$ cat config.mk
export PLATFORM = sky130hd
export DESIGN_NAME = pwm_motor_sequencer
export DESIGN_NICKNAME = d
export VERILOG_FILES = /design/src/rtl/pwm_ctrl_pkg.sv /design/src/rtl/motor_ramp_fsm.sv /design/src/rtl/pwm_motor_sequencer.sv
export SDC_FILE = /design/constraint.sdc
export NUM_CORES = 1
export LEC_CHECK = 0
export BUFFER_PORTS_ARGS = -buffer_cell sky130_fd_sc_hd__buf_2
export CAP_MARGIN = 20
export CORE_MARGIN = 10
export CORE_UTILIZATION = 59
export DETAILED_ROUTE_END_ITERATION = 10
export PLACE_DENSITY_LB_ADDON = 0.2
export SYNTH_ARGS = -nofsm -noshare
export SYNTH_HDL_FRONTEND = slang
export SYNTH_SLANG_ARGS = --single-unit
$ cat constraint.sdc
create_clock -name clk -period 6.6 [get_ports clk]
set_input_delay 0.99 -clock clk [delete_from_list [all_inputs] [get_ports clk]]
set_output_delay 0.99 -clock clk [all_outputs]
set_load 0.02 [all_outputs]
$ cat src/rtl/pwm_ctrl_pkg.sv
// Shared types and constants for the two-motor PWM command sequencer.
package pwm_ctrl_pkg;

   typedef enum logic [2:0] {
      ST_IDLE  = 3'd0,
      ST_RAMP  = 3'd1,
      ST_HOLD  = 3'd2,
      ST_DECEL = 3'd3,
      ST_COAST = 3'd4
   } motor_state_t;

   localparam logic MOTOR_A = 1'b0;
   localparam logic MOTOR_B = 1'b1;

   localparam logic DIR_FWD = 1'b0;
   localparam logic DIR_REV = 1'b1;

   // A motor is busy whenever its duty is moving or a reversal is in flight.
   function automatic logic state_is_busy(input motor_state_t s);
      return !((s == ST_IDLE) || (s == ST_HOLD));
   endfunction

endpackage

$ cat src/rtl/motor_ramp_fsm.sv
// Per-motor duty slew controller: ramps cur toward tgt one step per tick and
// sequences direction reversals through decelerate-to-zero and a coast interval.
module motor_ramp_fsm
   import pwm_ctrl_pkg::*;
#(
   parameter int unsigned DUTY_WIDTH  = 16,
   parameter int unsigned RAMP_STEP   = 64,
   parameter int unsigned COAST_TICKS = 20
) (
   input  logic                  clk,
   input  logic                  rst,
   input  logic                  i_tick,
   input  logic                  i_accept,
   input  logic                  i_dir,
   input  logic [DUTY_WIDTH-1:0] i_duty,
   input  logic                  i_fault,
   output logic [DUTY_WIDTH-1:0] o_cur,
   output logic                  o_dir,
   output motor_state_t          o_state,
   output logic                  o_busy,
   output logic                  o_at_target
);

   localparam int unsigned           CW       = $clog2(COAST_TICKS + 1);
   localparam logic [DUTY_WIDTH-1:0] LP_STEP  = DUTY_WIDTH'(RAMP_STEP);
   localparam logic [CW-1:0]         LP_COAST = CW'(COAST_TICKS);
   localparam logic [CW-1:0]         LP_ONE   = CW'(1);

   motor_state_t          r_state;
   logic [DUTY_WIDTH-1:0] r_cur;
   logic [DUTY_WIDTH-1:0] r_tgt;
   logic                  r_dir;
   logic                  r_pend;
   logic [CW-1:0]         r_coast;

   motor_state_t          w_state_nxt;
   logic [DUTY_WIDTH-1:0] w_cur_nxt;
   logic [DUTY_WIDTH-1:0] w_tgt_nxt;
   logic                  w_dir_nxt;
   logic                  w_pend_nxt;
   logic [CW-1:0]         w_coast_nxt;
   logic                  w_up;
   logic [DUTY_WIDTH-1:0] w_diff;

   always_ff @(posedge clk) begin
      if (rst) begin
         r_state <= ST_IDLE;
         r_cur   <= '0;
         r_tgt   <= '0;
         r_dir   <= DIR_FWD;
         r_pend  <= DIR_FWD;
         r_coast <= '0;
      end else begin
         r_state <= w_state_nxt;
         r_cur   <= w_cur_nxt;
         r_tgt   <= w_tgt_nxt;
         r_dir   <= w_dir_nxt;
         r_pend  <= w_pend_nxt;
         r_coast <= w_coast_nxt;
      end
   end

   // Tick work uses the old target; an accepted command then overrides the
   // target and state, deciding decel vs. coast on the post-tick duty.
   always_comb begin
      w_state_nxt = r_state;
      w_cur_nxt   = r_cur;
      w_tgt_nxt   = r_tgt;
      w_dir_nxt   = r_dir;
      w_pend_nxt  = r_pend;
      w_coast_nxt = r_coast;
      w_up        = (r_tgt >= r_cur);
      w_diff      = w_up ? (r_tgt - r_cur) : (r_cur - r_tgt);

      if (i_tick) begin
         case (r_state)
            ST_RAMP: begin
               if (w_diff <= LP_STEP) begin
                  w_cur_nxt   = r_tgt;
                  w_state_nxt = (r_tgt == '0) ? ST_IDLE : ST_HOLD;
               end else begin
                  w_cur_nxt = w_up ? (r_cur + LP_STEP) : (r_cur - LP_STEP);
               end
            end
            ST_DECEL: begin
               if (r_cur <= LP_STEP) begin
                  w_cur_nxt   = '0;
                  w_coast_nxt = LP_COAST;
                  w_state_nxt = ST_COAST;
               end else begin
                  w_cur_nxt = r_cur - LP_STEP;
               end
            end
            ST_COAST: begin
               w_cur_nxt = '0;
               if (r_coast <= LP_ONE) begin
                  w_coast_nxt = '0;
                  w_dir_nxt   = r_pend;
                  w_state_nxt = (r_tgt != '0) ? ST_RAMP : ST_IDLE;
               end else begin
                  w_coast_nxt = r_coast - LP_ONE;
               end
            end
            default: ;
         endcase
      end

      if (i_accept) begin
         w_tgt_nxt  = i_duty;
         w_pend_nxt = i_dir;
         if (i_dir == r_dir) begin
            w_state_nxt = ST_RAMP;
         end else if (w_cur_nxt != '0) begin
            w_state_nxt = ST_DECEL;
         end else begin
            w_cur_nxt   = '0;
            w_coast_nxt = LP_COAST;
            w_state_nxt = ST_COAST;
         end
      end

      if (i_fault) begin
         w_state_nxt = ST_IDLE;
         w_cur_nxt   = '0;
         w_tgt_nxt   = '0;
         w_dir_nxt   = r_dir;
         w_pend_nxt  = r_dir;
         w_coast_nxt = '0;
      end
   end

   always_comb begin
      o_cur       = r_cur;
      o_dir       = r_dir;
      o_state     = r_state;
      o_busy      = state_is_busy(r_state);
      o_at_target = (r_cur == r_tgt);
   end

endmodule

$ cat src/rtl/pwm_motor_sequencer.sv
// Command-level front end for the PWM generator: two H-bridge motor pairs with
// slew-limited duty, safe reversals, gated frequency changes and a latched e-stop.
module pwm_motor_sequencer
   import pwm_ctrl_pkg::*;
#(
   parameter int unsigned           DUTY_WIDTH   = 16,
   parameter int unsigned           STEP_DIV     = 50000,
   parameter int unsigned           RAMP_STEP    = 64,
   parameter int unsigned           COAST_TICKS  = 20,
   parameter logic [DUTY_WIDTH-1:0] MAX_DUTY     = 16'hFFFF,
   parameter logic [31:0]           DEFAULT_FREQ = 32'd20000
) (
   input  logic                  clk,
   input  logic                  rst,
   input  logic                  cmd_valid,
   output logic                  cmd_ready,
   input  logic                  cmd_motor,
   input  logic                  cmd_dir,
   input  logic [DUTY_WIDTH-1:0] cmd_duty,
   input  logic                  cfg_valid,
   output logic                  cfg_ready,
   input  logic [31:0]           cfg_frequency,
   input  logic                  emergency_stop,
   input  logic                  fault_clear,
   output logic [DUTY_WIDTH-1:0] duty_cycle_0,
   output logic [DUTY_WIDTH-1:0] duty_cycle_1,
   output logic [DUTY_WIDTH-1:0] duty_cycle_2,
   output logic [DUTY_WIDTH-1:0] duty_cycle_3,
   output logic                  enable_0,
   output logic                  enable_1,
   output logic                  enable_2,
   output logic                  enable_3,
   output logic                  hbridge_mode_01,
   output logic                  hbridge_mode_23,
   output logic [31:0]           pwm_frequency,
   output logic                  update_config,
   output logic                  busy_a,
   output logic                  busy_b,
   output logic                  at_target_a,
   output logic                  at_target_b,
   output logic                  fault,
   output motor_state_t          dbg_state_a,
   output motor_state_t          dbg_state_b
);

   localparam int unsigned PW = (STEP_DIV > 1) ? $clog2(STEP_DIV) : 1;

   logic [PW-1:0]         r_presc;
   logic                  r_fault;
   logic [31:0]           r_freq;
   logic                  r_update;

   logic                  w_tick;
   logic                  w_fault_any;
   logic [DUTY_WIDTH-1:0] w_duty_sat;
   motor_state_t          w_sel_state;
   logic                  w_cmd_accept;
   logic                  w_accept_a;
   logic                  w_accept_b;
   logic                  w_cfg_accept;

   logic [DUTY_WIDTH-1:0] w_cur_a;
   logic [DUTY_WIDTH-1:0] w_cur_b;
   logic                  w_dir_a;
   logic                  w_dir_b;
   motor_state_t          w_state_a;
   motor_state_t          w_state_b;
   logic                  w_busy_a;
   logic                  w_busy_b;
   logic                  w_at_tgt_a;
   logic                  w_at_tgt_b;

   assign w_tick = (r_presc == PW'(STEP_DIV - 1));

   always_ff @(posedge clk) begin
      if (rst) begin
         r_presc <= '0;
      end else if (w_tick) begin
         r_presc <= '0;
      end else begin
         r_presc <= r_presc + PW'(1);
      end
   end

   always_ff @(posedge clk) begin
      if (rst) begin
         r_fault <= 1'b0;
      end else if (emergency_stop) begin
         r_fault <= 1'b1;
      end else if (fault_clear) begin
         r_fault <= 1'b0;
      end
   end

   // The raw stop input clears the motors in the same edge it is first seen.
   assign w_fault_any = r_fault | emergency_stop;

   // Handshakes: a transfer happens on every clock edge where valid and ready
   // are both high; ready never depends on valid, and valid may drop freely.
   assign w_sel_state  = (cmd_motor == MOTOR_B) ? w_state_b : w_state_a;
   assign cmd_ready    = !r_fault && !emergency_stop && (w_sel_state != ST_COAST);
   assign w_cmd_accept = cmd_valid && cmd_ready;
   assign w_accept_a   = w_cmd_accept && (cmd_motor == MOTOR_A);
   assign w_accept_b   = w_cmd_accept && (cmd_motor == MOTOR_B);
   assign w_duty_sat   = (cmd_duty > MAX_DUTY) ? MAX_DUTY : cmd_duty;

   assign cfg_ready    = !r_fault && (w_state_a == ST_IDLE) && (w_state_b == ST_IDLE);
   assign w_cfg_accept = cfg_valid && cfg_ready;

   always_ff @(posedge clk) begin
      if (rst) begin
         r_freq   <= DEFAULT_FREQ;
         r_update <= 1'b0;
      end else begin
         r_update <= w_cfg_accept;
         if (w_cfg_accept) begin
            r_freq <= cfg_frequency;
         end
      end
   end

   motor_ramp_fsm #(
      .DUTY_WIDTH  (DUTY_WIDTH),
      .RAMP_STEP   (RAMP_STEP),
      .COAST_TICKS (COAST_TICKS)
   ) u_motor_a (
      .clk         (clk),
      .rst         (rst),
      .i_tick      (w_tick),
      .i_accept    (w_accept_a),
      .i_dir       (cmd_dir),
      .i_duty      (w_duty_sat),
      .i_fault     (w_fault_any),
      .o_cur       (w_cur_a),
      .o_dir       (w_dir_a),
      .o_state     (w_state_a),
      .o_busy      (w_busy_a),
      .o_at_target (w_at_tgt_a)
   );

   motor_ramp_fsm #(
      .DUTY_WIDTH  (DUTY_WIDTH),
      .RAMP_STEP   (RAMP_STEP),
      .COAST_TICKS (COAST_TICKS)
   ) u_motor_b (
      .clk         (clk),
      .rst         (rst),
      .i_tick      (w_tick),
      .i_accept    (w_accept_b),
      .i_dir       (cmd_dir),
      .i_duty      (w_duty_sat),
      .i_fault     (w_fault_any),
      .o_cur       (w_cur_b),
      .o_dir       (w_dir_b),
      .o_state     (w_state_b),
      .o_busy      (w_busy_b),
      .o_at_target (w_at_tgt_b)
   );

   // Only the half-bridge selected by dir is driven; the other stays off.
   always_comb begin
      duty_cycle_0 = (w_dir_a == DIR_FWD) ? w_cur_a : '0;
      duty_cycle_1 = (w_dir_a == DIR_REV) ? w_cur_a : '0;
      duty_cycle_2 = (w_dir_b == DIR_FWD) ? w_cur_b : '0;
      duty_cycle_3 = (w_dir_b == DIR_REV) ? w_cur_b : '0;
      enable_0     = (w_dir_a == DIR_FWD) && (w_cur_a != '0);
      enable_1     = (w_dir_a == DIR_REV) && (w_cur_a != '0);
      enable_2     = (w_dir_b == DIR_FWD) && (w_cur_b != '0);
      enable_3     = (w_dir_b == DIR_REV) && (w_cur_b != '0);
   end

   assign hbridge_mode_01 = 1'b1;
   assign hbridge_mode_23 = 1'b1;
   assign pwm_frequency   = r_freq;
   assign update_config   = r_update;
   assign busy_a          = w_busy_a;
   assign busy_b          = w_busy_b;
   assign at_target_a     = w_at_tgt_a;
   assign at_target_b     = w_at_tgt_b;
   assign fault           = r_fault;
   assign dbg_state_a     = w_state_a;
   assign dbg_state_b     = w_state_b;

endmodule

# Word-level counts from Yosys, hierarchy flattened
# Cells that the tools add are included.
# W data, S select, Z words.
# totals
wordCells,166
latch_bits,0
memories,0
mem_bits_rw,0
reg_bits,134
output_inout_bits,116
rom_bits,0
in_bits,56
# op_classes
div,0
n_reduce_logical,41
bitwise_logic,5
n_eq_ne,20
n_mux,64
n_mul,0
n_shift,0
magnitude_cmp,9
addsub,11
# ops
cell,n
$mux W16,21
$pmux W16 S3,2
$reduce_bool A16 Y1,6
$le A16 B7 Y1 const B,4
$sub A16 B16 Y16,4
$mux W5,12
$mux W3,15
$add A16 B7 Y16 const B,2
$eq A16 B16 Y1,2
$ge A16 B16 Y1,2
$logic_not A16 Y1,2
$sub A16 B7 Y16 const B,2
$pmux W5 S2,2
$ne A3 B1 Y1 const B,6
$pmux W3 S3,2
$add A16 B1 Y16 const B,1
$eq A16 B16 Y1 const B,1
$gt A16 B16 Y1 const B,1
$eq A3 B2 Y1 const B,4
$logic_and A1 B1 Y1,12
$le A5 B1 Y1 const B,2
$reduce_and A5 Y1,2
$reduce_bool A2 Y1,5
$sub A5 B1 Y5 const B,2
14 further kinds,36

# Depth between registers and ports, before layout
# depth
depth_word,10
ltp_mapped,20
ltp_nobuf,16

# Cells and area by module
# From an unflattened synthesis, not the netlist that was laid out.
# unflattened
cells_unflattened,1570
area_unflattened_um2,11584.9
# by_module_without_submodules
mod,n_inst,cells_each,area_per_inst_um2,seq_area_each_um2
motor_ramp_fsm (u_motor_b),1,638,4583.1,840.8
motor_ramp_fsm (u_motor_a),1,607,4503.1,840.8
pwm_motor_sequencer,1,325,2498.6,1001.0

# Least setup slack after synthesis
# OpenSTA, ideal clock, no wires.
# synth_timing
path_kind,register to register
start,register u_motor_a.r_tgt[9]
end,"register u_motor_a.r_cur[13], in the netlist u_motor_a.o_cur[13]"
path_buffers,4
synth_period_minus_slack_ps,4946
required_ps,6474
slack_ps,1654
setup_time_ps,126
t_arrival_ps,4820
path_stages_with_launch,20
cell_sequence,dfxtp_1 -> inv_1 -> ha_1 -> buf_2 -> nand2_1 -> or3_1 -> nor4_2 -> or4_1 -> buf_4 -> nor2_1 -> or4_1 -> o41ai_2 -> and3_1 -> buf_6 -> mux2i_1 -> or4_1 -> o41a_1 -> o21ai_4 -> buf_6 -> nor2_1
# synth_between
elab_chain_len,10
word_cells_on_any_way,13
classes_between,2 x add/sub; 2 x order compare; 8 x mux; 1 x reduce/logical
# synth_rtl
element,line,source
"start, declared",motor_ramp_fsm.sv:31,logic [DUTY_WIDTH-1:0] r_tgt;
"start signal, assigned",motor_ramp_fsm.sv:56,r_tgt <= w_tgt_nxt;
$sub A16 B16 Y16 / $ge A16 B16 Y1 (equally long branches),"motor_ramp_fsm.sv:73, motor_ramp_fsm.sv:72",
$mux W16,motor_ramp_fsm.sv:73,w_diff = w_up ? (r_tgt - r_cur) : (r_cur - r_tgt);
$le A16 B7 Y1,motor_ramp_fsm.sv:78,if (w_diff <= LP_STEP) begin
$mux W16 (*),motor_ramp_fsm.sv:78,
$pmux W16 S3 (*),motor_ramp_fsm.sv:76,case (r_state)
$mux W16 (*),motor_ramp_fsm.sv:75,if (i_tick) begin
$reduce_bool A16 Y1,motor_ramp_fsm.sv:113,end else if (w_cur_nxt != '0) begin
$mux W16,motor_ramp_fsm.sv:113,
$mux W16,motor_ramp_fsm.sv:111,if (i_dir == r_dir) begin
$mux W16 (*),motor_ramp_fsm.sv:108,if (i_accept) begin
"end signal, assigned",motor_ramp_fsm.sv:55,r_cur <= w_cur_nxt;
"end, declared",motor_ramp_fsm.sv:30,logic [DUTY_WIDTH-1:0] r_cur;
# Every way passes the cells marked *; elsewhere a longest branch is shown, timed or not.
# A chain may end at the register's enable or synchronous reset.

# Final worst setup path
# layout_timing
start,"register u_motor_a.r_cur[11], in the netlist u_motor_a.o_cur[11]"
end,"register u_motor_a.r_cur[4], in the netlist u_motor_a.o_cur[4]"
# layout_between
elab_chain_len,10
word_cells_on_any_way,17
classes_between,4 x add/sub; 3 x order compare; 9 x mux; 1 x reduce/logical
# layout_rtl
element,line
$sub A16 B16 Y16 / $ge A16 B16 Y1 (equally long branches),"motor_ramp_fsm.sv:73, motor_ramp_fsm.sv:72"
$mux W16,motor_ramp_fsm.sv:73
$le A16 B7 Y1,motor_ramp_fsm.sv:78
$mux W16,motor_ramp_fsm.sv:78
$pmux W16 S3,motor_ramp_fsm.sv:76
$mux W16 (*),motor_ramp_fsm.sv:75
$reduce_bool A16 Y1,motor_ramp_fsm.sv:113
$mux W16,motor_ramp_fsm.sv:113
$mux W16,motor_ramp_fsm.sv:111
$mux W16 (*),motor_ramp_fsm.sv:108
# Marks and branches as above.

==> metrics list <==
- Setup violations remaining at the end of the flow were counted as 0.
- After detailed routing, the number of remaining DRC violations is 0.
* Die Y-Extent: 157.0 um
- Most frequent cells in the layout: sky130_fd_sc_hd__nand2_1 (237), sky130_fd_sc_hd__nor2_1 (173), sky130_fd_sc_hd__buf_2 (169)
- Hold buffers post-CTS: 0
- In this run the tightest slew margin relative to its limit is 30.42%.
* Cell type with the largest total area after synthesis: sky130_fd_sc_hd__dfxtp_1
- Storage cell area: 2683 um2
- For the worst setup path, the data required time is 6.88 ns.
* Final #Nets: 1828
* Wire length after detailed routing: 37980 um
* Count of cells resized by post-cts repair: 0
- Summing every instance area after synthesis gives 11070 um2.
- Counting flops with an async set or reset pin after synthesis yields a share of 0%.
- In this run the cell area measured after placement is 11960 um2.
- Number of rows in the core area: 50
- Leading register cell type out of synthesis: sky130_fd_sc_hd__dfxtp_1
- The worst hold path belongs to the class register to register.
* Number of global-route vias before repair: 11480
- Clock tree from TritonCTS: done
- The post-route netlist has 14.64% of its cells at a drive strength greater than 1.
- For this design the top-level I/O count stands at 172.
* Final-layout worst hold slack: 0.4502 ns
- The top cell type by area accounts for 24.24% of the synthesized area.
* Gate Count Post-Synth: 1576
- The worst setup path is captured at a register.
- Arrival time at the worst endpoint: 6.28 ns
- Entering global routing, the biggest net connects 45 pins.
* Final setup skew: 0.01345 ns
- DIE AREA: 24640 um2
* Skew-Pair Late Insertion Delay: 0.42 ns
* Sequential cell area fraction in the yosys report: 24.24%
- Cts bufs inserted: 17
- Along the worst path, the maximum fanout reaches 17.
- Kind of start point of the critical path: register
- In the final layout, the multi-input gates occupy 7692 um2.
- The initial utilization of the core area, before any placement, comes to 59.57%.
- Tot GR Track Use: 29.83%
* Number of max-slew violations in the final report: 0
* Total global routing overflow: 0
- Number of enable-type register cells in the synthesized netlist: 0
* Core Region: 18580 um2
* Final critical delay including setup and external delays: 5.995 ns
- Power per standard cell area: 205.2 nW/um2
- Across the run, the number of max-cap violations was 0.
* Clock buffer depth: 2
- After detailed routing, the average wire length per cell comes to 19.56 um.
* Clock net sink count: 134
* Clock root buffer: sky130_fd_sc_hd__clkbuf_16
- Routability-driven placement finished with a final weighted congestion of 1.014.
* H-tree Lvls: 4
- Counting flops and latches in the post-synthesis netlist gives 134.
- The hold violation count in the final report was 0.
- For the pin with the worst max-slew slack, the measured transition is 1.017 ns.
- Number of setup buffers added after CTS: 0
- Number of DRC markers in iteration 0: 1234
- Total iterations of the first detailed-routing run: 5
* Layout filler cell count: 1636
- 0 antenna diodes ended up in the layout.
- In the final timing run, aggregate negative setup slack is 0 ns.
* Detailed-route via count: 12350
* Antenna Nets Post-Route: 0
* Number of distinct standard cells referenced by the synthesized netlist: 87
- Using the TritonRoute via totals, the vias-per-cell ratio works out to 6.361.
* Worst ir drop on vdd: 0.2106 mV
* Share of the clock period used by the worst path: 90.84%
* Synthesized area divided by synthesized cell count: 7.023 um2
* Status: finished, final reports clean
- During synthesis, Yosys emitted a total of 0 warnings.
- Most common cell after layout, fill and taps aside: sky130_fd_sc_hd__nand2_1
- Clock slew at the register clock pins of the worst setup and hold paths: 0.06 ns
* Final Instance Area: 12600 um2
- HPWL reported at the end of detailed placement: 29140 um
- Highest achievable clock rate: 166.8 MHz
* Category of the most critical setup path: register to register
- The die is 157.0 um wide.
* First-pass GRT wire length: 60130 um
- Cell types with the largest area share after synthesis: sky130_fd_sc_hd__dfxtp_1 (24%), sky130_fd_sc_hd__ha_1 (8.5%), sky130_fd_sc_hd__nand2_1 (8.0%)
* Cell leakage power: 5.310 nW
- RSZ-0062 raised after global routing: no
* Area grow syn2layout: 13.81%
- Antenna violations before repair: 0
- Count of input and output buffers: 169
cells by family (layout without fill, tap and decap cells):
family / after synthesis / count (layout) / synth area share (%)
mux: 27 / 27 / 2.521
xor+xnor: 61 / 61 / 4.827
flops: 134 / 134 / 24.24
other cells: 1 / 2 / 0.03388
compound gates: 438 / 438 / 25.27
fa+ha+maj: 75 / 75 / 8.478
buf+inv: 175 / 306 / 6.353
simple gates: 665 / 665 / 28.28
state kept, by name, summed over array words and instances, names as in the netlist:
name,count
u_motor_a.r_coast,5
pwm_frequency,32
u_motor_a.r_tgt,16
u_motor_b.r_pend,1
fault,1
u_motor_a.o_dir,1
u_motor_b.o_state,3
u_motor_b.r_coast,5
u_motor_b.r_tgt,16
u_motor_a.o_state,3
u_motor_a.r_pend,1
r_presc,16
update_config,1
u_motor_b.o_dir,1
u_motor_a.o_cur,16
u_motor_b.o_cur,16
area by class of cell:
| class | instances | share of cell area, % |
|---|---|---|
| Timing Repair Buffer | 188 | 8.125 |
| Multi-Input combinational cell | 1268 | 61.06 |
| Inverter | 88 | 2.622 |
| Tap cell | 234 | 2.324 |
| Clock buffer | 17 | 3.377 |
| Clock inverter | 13 | 1.192 |
| Sequential cell | 134 | 21.30 |
metrics by stage:
stage | total power, W | setup slack, ns | utilization (%) | cells
5_1_grt | 0.002696 | 0.2024 | 67.80 | 1942
4_1_cts | 0.002569 | 0.6773 | 67.49 | 1939
2_1_floorplan | 0.001463 | 1.654 | - | 1577
3_3_place_gp | 0.001638 | 0.8179 | 64.39 | 1909
3_5_place_dp | 0.001645 | 0.7135 | 64.39 | 1909
6_report | 0.002586 | 0.6047 | 67.80 | 1942
cells in the mapped netlist (all sizes together) (24+ instances only):
master	count
o21ai	87
nor3	46
nand3	39
dfxtp	134
nand2	237
nor2	173
clkbuf	67
xnor2	39
ha	75
inv	84
nor4	24
a21oi	158
and2	27
layer usage:
metal	global-route usage, %	up-vias	routed length (um)
li1	-	5857	-
met1	40.99	5719	16510
met2	44.10	687	15890
met3	7.942	91	4403
met4	9.978	0	1168
met5	0	-	0
critical path: stages, from the launching register on:
cell                       delay (ns)
sky130_fd_sc_hd__dfxtp_1         0.60
sky130_fd_sc_hd__clkinv_1        0.35
sky130_fd_sc_hd__ha_1            0.36
sky130_fd_sc_hd__a21oi_2         0.18
sky130_fd_sc_hd__o21a_1          0.16
sky130_fd_sc_hd__nor3_1          0.06
sky130_fd_sc_hd__nor4_2          0.50
sky130_fd_sc_hd__nand3_1         0.18
sky130_fd_sc_hd__or4b_1          0.56
sky130_fd_sc_hd__or4b_1          0.56
sky130_fd_sc_hd__o41ai_2         0.14
sky130_fd_sc_hd__nand3_1         0.51
sky130_fd_sc_hd__nor4_1          0.40
sky130_fd_sc_hd__o221ai_1        0.17
sky130_fd_sc_hd__or4_1           0.56
sky130_fd_sc_hd__o21ai_4         0.47
sky130_fd_sc_hd__nor2_1          0.11
final timing paths:
check / from / end / slack (ns) / depth (start not counted)
setup / recovery: u_motor_a.o_cur[11] / u_motor_a.o_cur[4] / 0.60 / 16
hold / removal: pwm_frequency[4] / pwm_frequency[4] / 0.45 / 2
setup reg to reg: u_motor_a.o_cur[11] / u_motor_a.o_cur[4] / 0.60 / 16
hold reg to reg: pwm_frequency[4] / pwm_frequency[4] / 0.45 / 2
report_power, final:
part / switching [W] / internal (W)
sequential: 0.0000200 / 0.000831
combinational: 0.000507 / 0.000296
clock: 0.000373 / 0.000558
total: 0.000900 / 0.00169
Note: power is estimated with default switching activity, not from simulation.
